**src/rtl/regfile_dump.sv**
```systemverilog
// Debug read-out engine: walks x0..x31 through a dedicated register-file read port
// and streams each value over valid/ready. Define REGFILE_DUMP_CHECKSUM_EN to append an XOR checksum word.
module regfile_dump #(
  parameter int unsigned DATA_W = 32,
  parameter int unsigned NREGS  = 32
) (
  input  logic              clk,
  input  logic              resetn,
  input  logic              start,
  output logic [4:0]        rf_rs,
  input  logic [DATA_W-1:0] rf_rdata,
  output logic              out_valid,
  input  logic              out_ready,
  output logic [DATA_W-1:0] out_data,
  output logic [5:0]        out_idx,
  output logic              busy,
  output logic              done
);

  localparam int unsigned PTR_W = 6;
  localparam logic [PTR_W-1:0] LAST_PTR = PTR_W'(NREGS);

  typedef enum logic {
    IDLE = 1'b0,
    RUN  = 1'b1
  } state_t;

  state_t             state_q, state_d;
  logic [PTR_W-1:0]   ptr_q, ptr_d;
  logic [DATA_W-1:0]  out_data_q, out_data_d;
  logic [PTR_W-1:0]   out_idx_q, out_idx_d;
  logic               out_valid_q, out_valid_d;
  logic               done_q, done_d;
  logic               handshake_c;
`ifdef REGFILE_DUMP_CHECKSUM_EN
  logic [DATA_W-1:0]  csum_q, csum_d;
`endif

  assign handshake_c = out_valid_q & out_ready;

  // Next-state: one read per accepted word, output register acts as the single pipeline stage
  always_comb begin
    state_d     = state_q;
    ptr_d       = ptr_q;
    out_data_d  = out_data_q;
    out_idx_d   = out_idx_q;
    out_valid_d = out_valid_q;
    done_d      = 1'b0;
`ifdef REGFILE_DUMP_CHECKSUM_EN
    csum_d      = csum_q;
`endif
    case (state_q)
      IDLE: begin
        ptr_d = '0;
        if (start) begin
          out_data_d  = rf_rdata;
          out_idx_d   = '0;
          out_valid_d = 1'b1;
          ptr_d       = PTR_W'(1);
          state_d     = RUN;
`ifdef REGFILE_DUMP_CHECKSUM_EN
          // Zero seed XOR x0 folds directly into the capture cycle
          csum_d      = rf_rdata;
`endif
        end
      end
      RUN: begin
        if (handshake_c) begin
          if (ptr_q < LAST_PTR) begin
            out_data_d = rf_rdata;
            out_idx_d  = ptr_q;
            ptr_d      = ptr_q + PTR_W'(1);
`ifdef REGFILE_DUMP_CHECKSUM_EN
            csum_d     = csum_q ^ rf_rdata;
`endif
          end
`ifdef REGFILE_DUMP_CHECKSUM_EN
          else if (out_idx_q != LAST_PTR) begin
            out_data_d = csum_q;
            out_idx_d  = LAST_PTR;
          end
`endif
          else begin
            out_valid_d = 1'b0;
            done_d      = 1'b1;
            ptr_d       = '0;
            state_d     = IDLE;
          end
        end
      end
      default: begin
        state_d = IDLE;
      end
    endcase
  end

  always_ff @(posedge clk or negedge resetn) begin
    if (!resetn) begin
      state_q     <= IDLE;
      ptr_q       <= '0;
      out_data_q  <= '0;
      out_idx_q   <= '0;
      out_valid_q <= 1'b0;
      done_q      <= 1'b0;
`ifdef REGFILE_DUMP_CHECKSUM_EN
      csum_q      <= '0;
`endif
    end else begin
      state_q     <= state_d;
      ptr_q       <= ptr_d;
      out_data_q  <= out_data_d;
      out_idx_q   <= out_idx_d;
      out_valid_q <= out_valid_d;
      done_q      <= done_d;
`ifdef REGFILE_DUMP_CHECKSUM_EN
      csum_q      <= csum_d;
`endif
    end
  end

  assign rf_rs     = ptr_q[4:0];
  assign out_data  = out_data_q;
  assign out_idx   = out_idx_q;
  assign out_valid = out_valid_q;
  assign done      = done_q;
  assign busy      = (state_q == RUN);

endmodule

```
**config.mk**
```make
export PLATFORM = sky130hd
export DESIGN_NAME = regfile_dump
export DESIGN_NICKNAME = d
export VERILOG_FILES = /design/src/rtl/regfile_dump.sv
export SDC_FILE = /design/constraint.sdc
export NUM_CORES = 1
export LEC_CHECK = 0
export ABC_AREA = 1
export CAP_MARGIN = 20
export CORE_ASPECT_RATIO = 0.9
export CORE_MARGIN = 2
export CORE_UTILIZATION = 46
export CTS_CLUSTER_DIAMETER = 50
export CTS_CLUSTER_SIZE = 24
export DETAILED_ROUTE_END_ITERATION = 6
export PLACE_DENSITY_LB_ADDON = 0.08
export SLEW_MARGIN = 5
export SYNTH_ARGS = -nofsm -noshare
export SYNTH_HDL_FRONTEND = slang
export SYNTH_SLANG_ARGS = --single-unit
```
**constraint.sdc**
```tcl
create_clock -name clk -period 1.8 [get_ports clk]
set_clock_uncertainty 0.1 [all_clocks]
set_input_delay 0.45 -clock clk [delete_from_list [all_inputs] [get_ports clk]]
set_output_delay 0.45 -clock clk [all_outputs]
set_load 0.03 [all_outputs]
```
==> results.json, run 1 <==
{
  "p_sw_share_pct": 46.36,
  "seqPwrFrac_pct": 34.8,
  "overflow": 0,
  "finalSetupViolations": 0,
  "synth_seq_cells": 47,
  "numPortBuffers": 81,
  "syn_avg_cell_area_um2": 9.133,
  "place_inst": 343,
  "drt-initial-drc-count": 108,
  "initial_utilization_pct": 48.32,
  "hold_path_class": "reg2reg",
  "clock-sinks": 47,
  "diodes": 0,
  "rsz0062_at_grt": "no",
  "endpoint_kind": "output port",
  "postCtsSetupRepairBufs": 0,
  "power_mw": 5.191,
  "nets": 340,
  "antenna_left": 0,
  "h-tree-depth": 2,
  "intPower_mw": 2.784,
  "max_slew_margin_pct": 70.94,
  "rrSetupSlack_ns": 0.45,
  "syn_nets": 254,
  "critPathMaxStageDelay_ns": 0.43,
  "rows": 22,
  "grt_use_total_pct": 19.75,
  "cts_max_path_buffers": 2,
  "cts_buffers": 5,
  "yosys_warnings": 0,
  "die_h_um": 66.27,
  "io_pins": 82,
  "clock.fmax_mhz": 599.3,
  "drcViolationCount": 0,
  "finalCritPeriodShare_pct": 92.71,
  "min_path_cells": 2,
  "fin_crit_ns": 1.669,
  "via_count": 1710,
  "path_max_fanout": 4,
  "r2r_start": "busy",
  "area_delta_synth_final_pct": 46.53,
  "power_switching_mw": 2.407,
  "worstMarginPinSlew_ns": 0.4358,
  "crit_family": "buffers and inverters",
  "fin_hold_ws_ns": 0.4050,
  "cp_num_buf_inv": 1,
  "cp-start-kind": "flop",
  "dp_hpwl_um": 3352,
  "cts_tree": "done",
  "syn_inst": 217,
  "hold_viol_final": 0,
  "routed_wirelength_um": 4480,
  "cts_root_buf": "clkbuf_8",
  "clkPwrFrac_pct": 11.0,
  "status": "complete, no violations",
  "holdPathEnd": "out_data[3]",
  "syn_area_um2": 1982,
  "die_width_um": 73.19,
  "p_per_area_nw_per_um2": 1787,
  "final_cells": 350,
  "ys_seq_area_share_pct": 59.34,
  "critical_path_class": "reg2out",
  "ys_types": 17,
  "fill_cells": 319,
  "clk_latency_ns": 0.29,
  "dieArea_um2": 4850,
  "grt_start_max_net_pins": 24,
  "crit_slowest_cell": "dlygate4sd2_1",
  "path_cells": "dlygate4sd2_1",
  "irDropWorstVdd_mv": 0.9983,
  "wire_per_inst_um": 12.80,
  "cap_violations": 0,
  "grt_pass1_vias": 1611,
  "maxSlewViolCount": 0,
  "path_clk_slew_ns": 0.08,
  "comb_power_share_pct": 54.2,
  "dr.pass1.iters": 6,
  "critPathRequiredTime_ns": 1.25,
  "gp_congestion": 0.7616,
  "cp.arrival_ns": 1.12,
  "leakage_nw": 1.544,
  "grt_antenna_before_repair": 0,
  "min_from": "out_data[3]",
  "vias_per_cell": 4.886,
  "core-area_um2": 4101,
  "drive_gt1_share_pct": 7.616,
  "rr_endpoint": "out_idx[3]",
  "reg2reg_depth": 6,
  "grt_pass1_wl_um": 7176
}
==> power by group through the flow <==
stage	Clock [mW]	Sequential (mW)	Combinational, mW
after floorplan	0	2.66	1.06
after global placement	0	1.84	3.12
after detailed placement	0	1.85	3.17
after CTS	0.587	1.81	2.85
after global routing	0.629	1.86	3.05
final	0.570	1.81	2.81
==> kinds of logic (layout without fill, tap and decap cells) <==
group                    after synthesis  count (layout)  synth area share [%]
flip-flops                            47              47                 59.34
AO/OA/AOI/OAI                          9               9                 2.462
adder cells (fa/ha/maj)                1               1                0.6312
AND/OR/NAND/NOR                      134             134                 29.80
buffers and inverters                 26             111                 7.765
==> final cells by class <==
| cell class | instances | area, µm² | share of cell area, % |
|---|---|---|---|
| clock buffers | 6 | 72.57 | 2.499 |
| well taps | 48 | 60.06 | 2.068 |
| flip-flops and latches | 47 | 1176 | 40.50 |
| multi-input cells | 144 | 651.9 | 22.45 |
| repair buffers | 95 | 905.9 | 31.19 |
| inverters | 10 | 37.54 | 1.293 |
==> cell usage after synthesis <==
master	number	share of area, %
a31oi_1	1	0.32
nand4_4	1	1.1
o22ai_1	2	0.63
nand3_1	39	9.8
o21ai_0	6	1.5
buf_6	3	1.7
buf_4	7	2.7
nand2_2	1	0.32
nand4_1	1	0.32
buf_2	6	1.5
inv_1	10	1.9
nor2_1	11	2.1
nand2_1	78	15
ha_1	1	0.63
nor3_1	1	0.25
dfrtp_1	47	59
nand2_4	2	1.1
==> worst max path at each step <==
| stage | from | to | slack, ns | cells after the start |
|---|---|---|---|---|
| finish | ptr_q[0] | rf_rs[0] | 0.13 | 1 |
| global route | ptr_q[0] | rf_rs[0] | 0.08 | 1 |
| CTS | ptr_q[0] | rf_rs[0] | 0.12 | 1 |
| detailed placement | out_ready | out_idx[3] | -0.002 | 5 |
| global placement | out_ready | out_idx[1] | 0.06 | 5 |
| floorplan | busy | out_data[10] | 0.44 | 6 |
==> cells in the final DEF (no fill, tap or decap) <==
| cell type | instances |
|---|---|
| nand4_1 | 1 |
| buf_4 | 9 |
| ha_1 | 1 |
| o22ai_1 | 2 |
| a31oi_1 | 1 |
| clkbuf_1 | 1 |
| nand4_4 | 1 |
| buf_12 | 4 |
| clkbuf_8 | 5 |
| dlygate4sd3_1 | 1 |
| nand2_1 | 78 |
| dlygate4sd2_1 | 46 |
| nor2_1 | 11 |
| buf_2 | 1 |
| nand2_4 | 2 |
| dfrtp_1 | 47 |
| clkdlybuf4s50_1 | 34 |
| nand2_2 | 1 |
| o21ai_0 | 6 |
| nor3_1 | 1 |
| nand3_1 | 39 |
| inv_1 | 10 |
==> through the flow <==
| step | TNS [ns] | worst slack (ns) | cell area [µm²] | util, % |
|---|---|---|---|---|
| 2_1_floorplan | 0 | 0.4353 | 1982 | - |
| 6_report | 0 | 0.1313 | 2904 | 70.81 |
| 3_3_place_gp | 0 | 0.05865 | 2879 | 70.20 |
| 5_1_grt | 0 | 0.08465 | 2904 | 70.81 |
| 4_1_cts | 0 | 0.1206 | 2904 | 70.81 |
| 3_5_place_dp | -0.001900 | -0.001900 | 2879 | 70.20 |
==> sequential cells by signal, summed over array words and instances, names as in the netlist <==
register   count
out_data      32
busy           1
done           1
ptr_q          6
out_idx        6
out_valid      1
==> timing repair <==
| item | 4_1_cts | 5_1_grt |
|---|---|---|
| resized for setup | 46 | 0 |
| hold endpoints to repair | 17 | 0 |
| setup endpoints to repair | 46 | 0 |
| hold buffers | 1 | 0 |
==> per-layer routing <==
metal,wire length (µm),GRT usage (%)
met1,1975,23.23
met2,2124,33.45
met3,332,7.622
met4,48,5.556
met5,0,0
Note: power is estimated with default switching activity, not from simulation.
==> run 2: changes to the inputs <==
--- a/config.mk
+++ b/config.mk
@@ -9,8 +9,7 @@
 export CAP_MARGIN = 20
 export CORE_ASPECT_RATIO = 0.9
 export CORE_MARGIN = 2
-export CORE_UTILIZATION = 46
-export CTS_CLUSTER_DIAMETER = 50
+export CORE_UTILIZATION = 42
 export CTS_CLUSTER_SIZE = 24
 export DETAILED_ROUTE_END_ITERATION = 6
 export PLACE_DENSITY_LB_ADDON = 0.08
==> constraint.sdc (replaced) <==
create_clock -name clk -period 1.9 [get_ports clk]
set_clock_uncertainty 0.1 [all_clocks]
set_input_delay 0.475 -clock clk [delete_from_list [all_inputs] [get_ports clk]]
set_output_delay 0.475 -clock clk [all_outputs]
set_load 0.03 [all_outputs]
==> run 2 against run 1 <==
Flip-flop and latch count unchanged. Via count down 0.99%. Final area decreased by 1.1%. Sequential power fell by 6%. Final cell count grew 2.9%. First-iteration DRC count is 9.3% lower. Critical path type unchanged. Largest cell class unchanged. Largest power group unchanged.
==> results.json, run 2 (synthesis gave the netlist of run 1 again) <==
{
  "drcViolationCount": 0,
  "endpoint_kind": "output port",
  "grt_pass1_vias": 1692,
  "fin_setup_tns_ns": 0,
  "clk_latency_ns": 0.30,
  "max_slew_margin_pct": 76.14,
  "finalSetupViolations": 0,
  "path_cells": "clkdlybuf4s50_1",
  "core-area_um2": 4489,
  "drt-initial-drc-count": 98,
  "clock-sinks": 47,
  "cp_num_buf_inv": 1,
  "grt_start_max_net_pins": 34,
  "grt_use_total_pct": 18.51,
  "rows": 23,
  "cp.arrival_ns": 1.28,
  "h-tree-depth": 2,
  "cts_max_path_buffers": 2,
  "dpl_cell_area_um2": 2826,
  "status": "complete, no violations",
  "cts_tree": "done",
  "nets": 334,
  "overflow": 0,
  "dieArea_um2": 5285,
  "dp_hpwl_um": 3188,
  "fill_cells": 424,
  "rsz0062_at_grt": "no",
  "crit_family": "buffers and inverters",
  "maxSlewViolCount": 0,
  "worstMarginPinSlew_ns": 0.3579,
  "drive_gt1_share_pct": 6.040,
  "cts_buffers": 5,
  "vias_per_cell": 4.703,
  "routed_wirelength_um": 4479,
  "multiInputGateArea_um2": 651.9,
  "grt_antenna_before_repair": 0,
  "diodes": 0,
  "critPathRequiredTime_ns": 1.32,
  "dr.pass1.iters": 4,
  "via_count": 1693,
  "final_core_util_pct": 63.99,
  "path_clk_slew_ns": 0.08,
  "gp_congestion": 0.7686,
  "initial_utilization_pct": 44.15,
  "finalCritPeriodShare_pct": 97.50,
  "path_max_fanout": 1,
  "crit_slowest_cell": "clkdlybuf4s50_1",
  "die_h_um": 69.17,
  "die_width_um": 76.41,
  "clock.fmax_mhz": 539.8,
  "crit_path_start": "done",
  "wire_per_inst_um": 12.44,
  "largest_reg_flops": 32,
  "critical_path_class": "reg2out",
  "cp-start-kind": "flop",
  "cts_root_buf": "clkbuf_8",
  "area_delta_synth_final_pct": 44.95,
  "min_from": "out_idx[4]",
  "design_area_um2": 2873,
  "r2r_start": "busy",
  "numPortBuffers": 81,
  "grt_pass1_wl_um": 7845,
  "leakage_nw": 1.536,
  "critPathMaxStageDelay_ns": 0.66,
  "antenna_left": 0,
  "io_pins": 82,
  "mostFrequentLayoutCells": "78 x nand2_1, 47 x dfrtp_1, 42 x dlygate4sd2_1",
  "final_common_cell": "nand2_1",
  "hold_path_class": "reg2reg",
  "irDropWorstVdd_mv": 0.7382,
  "hold_viol_final": 0,
  "fin_crit_ns": 1.852,
  "seqCellArea_um2": 1176,
  "cap_violations": 0,
  "p_per_area_nw_per_um2": 1690
}
## run 2: cell types whose count changed in the layout (fill, tap and decap cells not counted)
cell | before | now
dlymetal6s2s_1 | 0 | 3
buf_4 | 9 | 5
clkdlybuf4s50_1 | 34 | 35
clkinv_2 | 0 | 1
dlygate4sd2_1 | 46 | 42
clkbuf_1 | 1 | 2
buf_12 | 4 | 2
## run 2: what timing repair did
| action | CTS | global route |
|---|---|---|
| endpoints found under the hold margin | 14 | 0 |
| hold buffers | 1 | 0 |
| endpoints found under the setup margin | 42 | 3 |
| setup buffers | 0 | 0 |
| gates resized for setup | 42 | 3 |
| gates cloned | 0 | 0 |
## run 2: path summary, 6_finish.rpt
path	to	slack, ns	depth (start not counted)
max in group asynchronous	out_idx[2]	0.69	3
min	out_idx[4]	0.40	2
max	done	0.05	1
min in group asynchronous	out_data[27]	0.52	2
max reg2reg	out_data[19]	0.53	6
min reg2reg	out_idx[4]	0.40	2
## run 2: routing by layer
| layer | GRT usage [%] | share of wire (%) |
|---|---|---|
| met1 | 23.14 | 45 |
| met2 | 30.09 | 47 |
| met3 | 7.813 | 7.9 |
| met4 | 4.242 | 0.94 |
| met5 | 0 | 0 |
## run 2: area by class of cell
class                   count  area share, %
well taps                  62          2.700
clock inverters             1         0.1742
flip-flops and latches     47          40.94
repair buffers             89          29.53
inverters                  10          1.307
multi-input cells         144          22.69
clock buffers               7          2.657
## run 2: metrics by stage
stage	hold WS (ns)	power, mW	instances	setup slack [ns]
CTS	0.4106	4.932	360	0.00002454
global route	0.4282	5.232	360	0.002120
floorplan	0.07941	3.526	217	0.5353
finish	0.4045	4.856	360	0.04751
global placement	0.3036	4.611	351	0.09874
detailed placement	0.3065	4.655	351	0.06189
## run 2: where the power goes
part / total, mW / switching [mW] / leakage, nW / internal (mW)
clock: 0.574 / 0.315 / 0.0422 / 0.259
sequential: 1.71 / 0.251 / 0.574 / 1.46
combinational: 2.57 / 1.71 / 0.920 / 0.866
total: 4.86 / 2.27 / 1.54 / 2.58
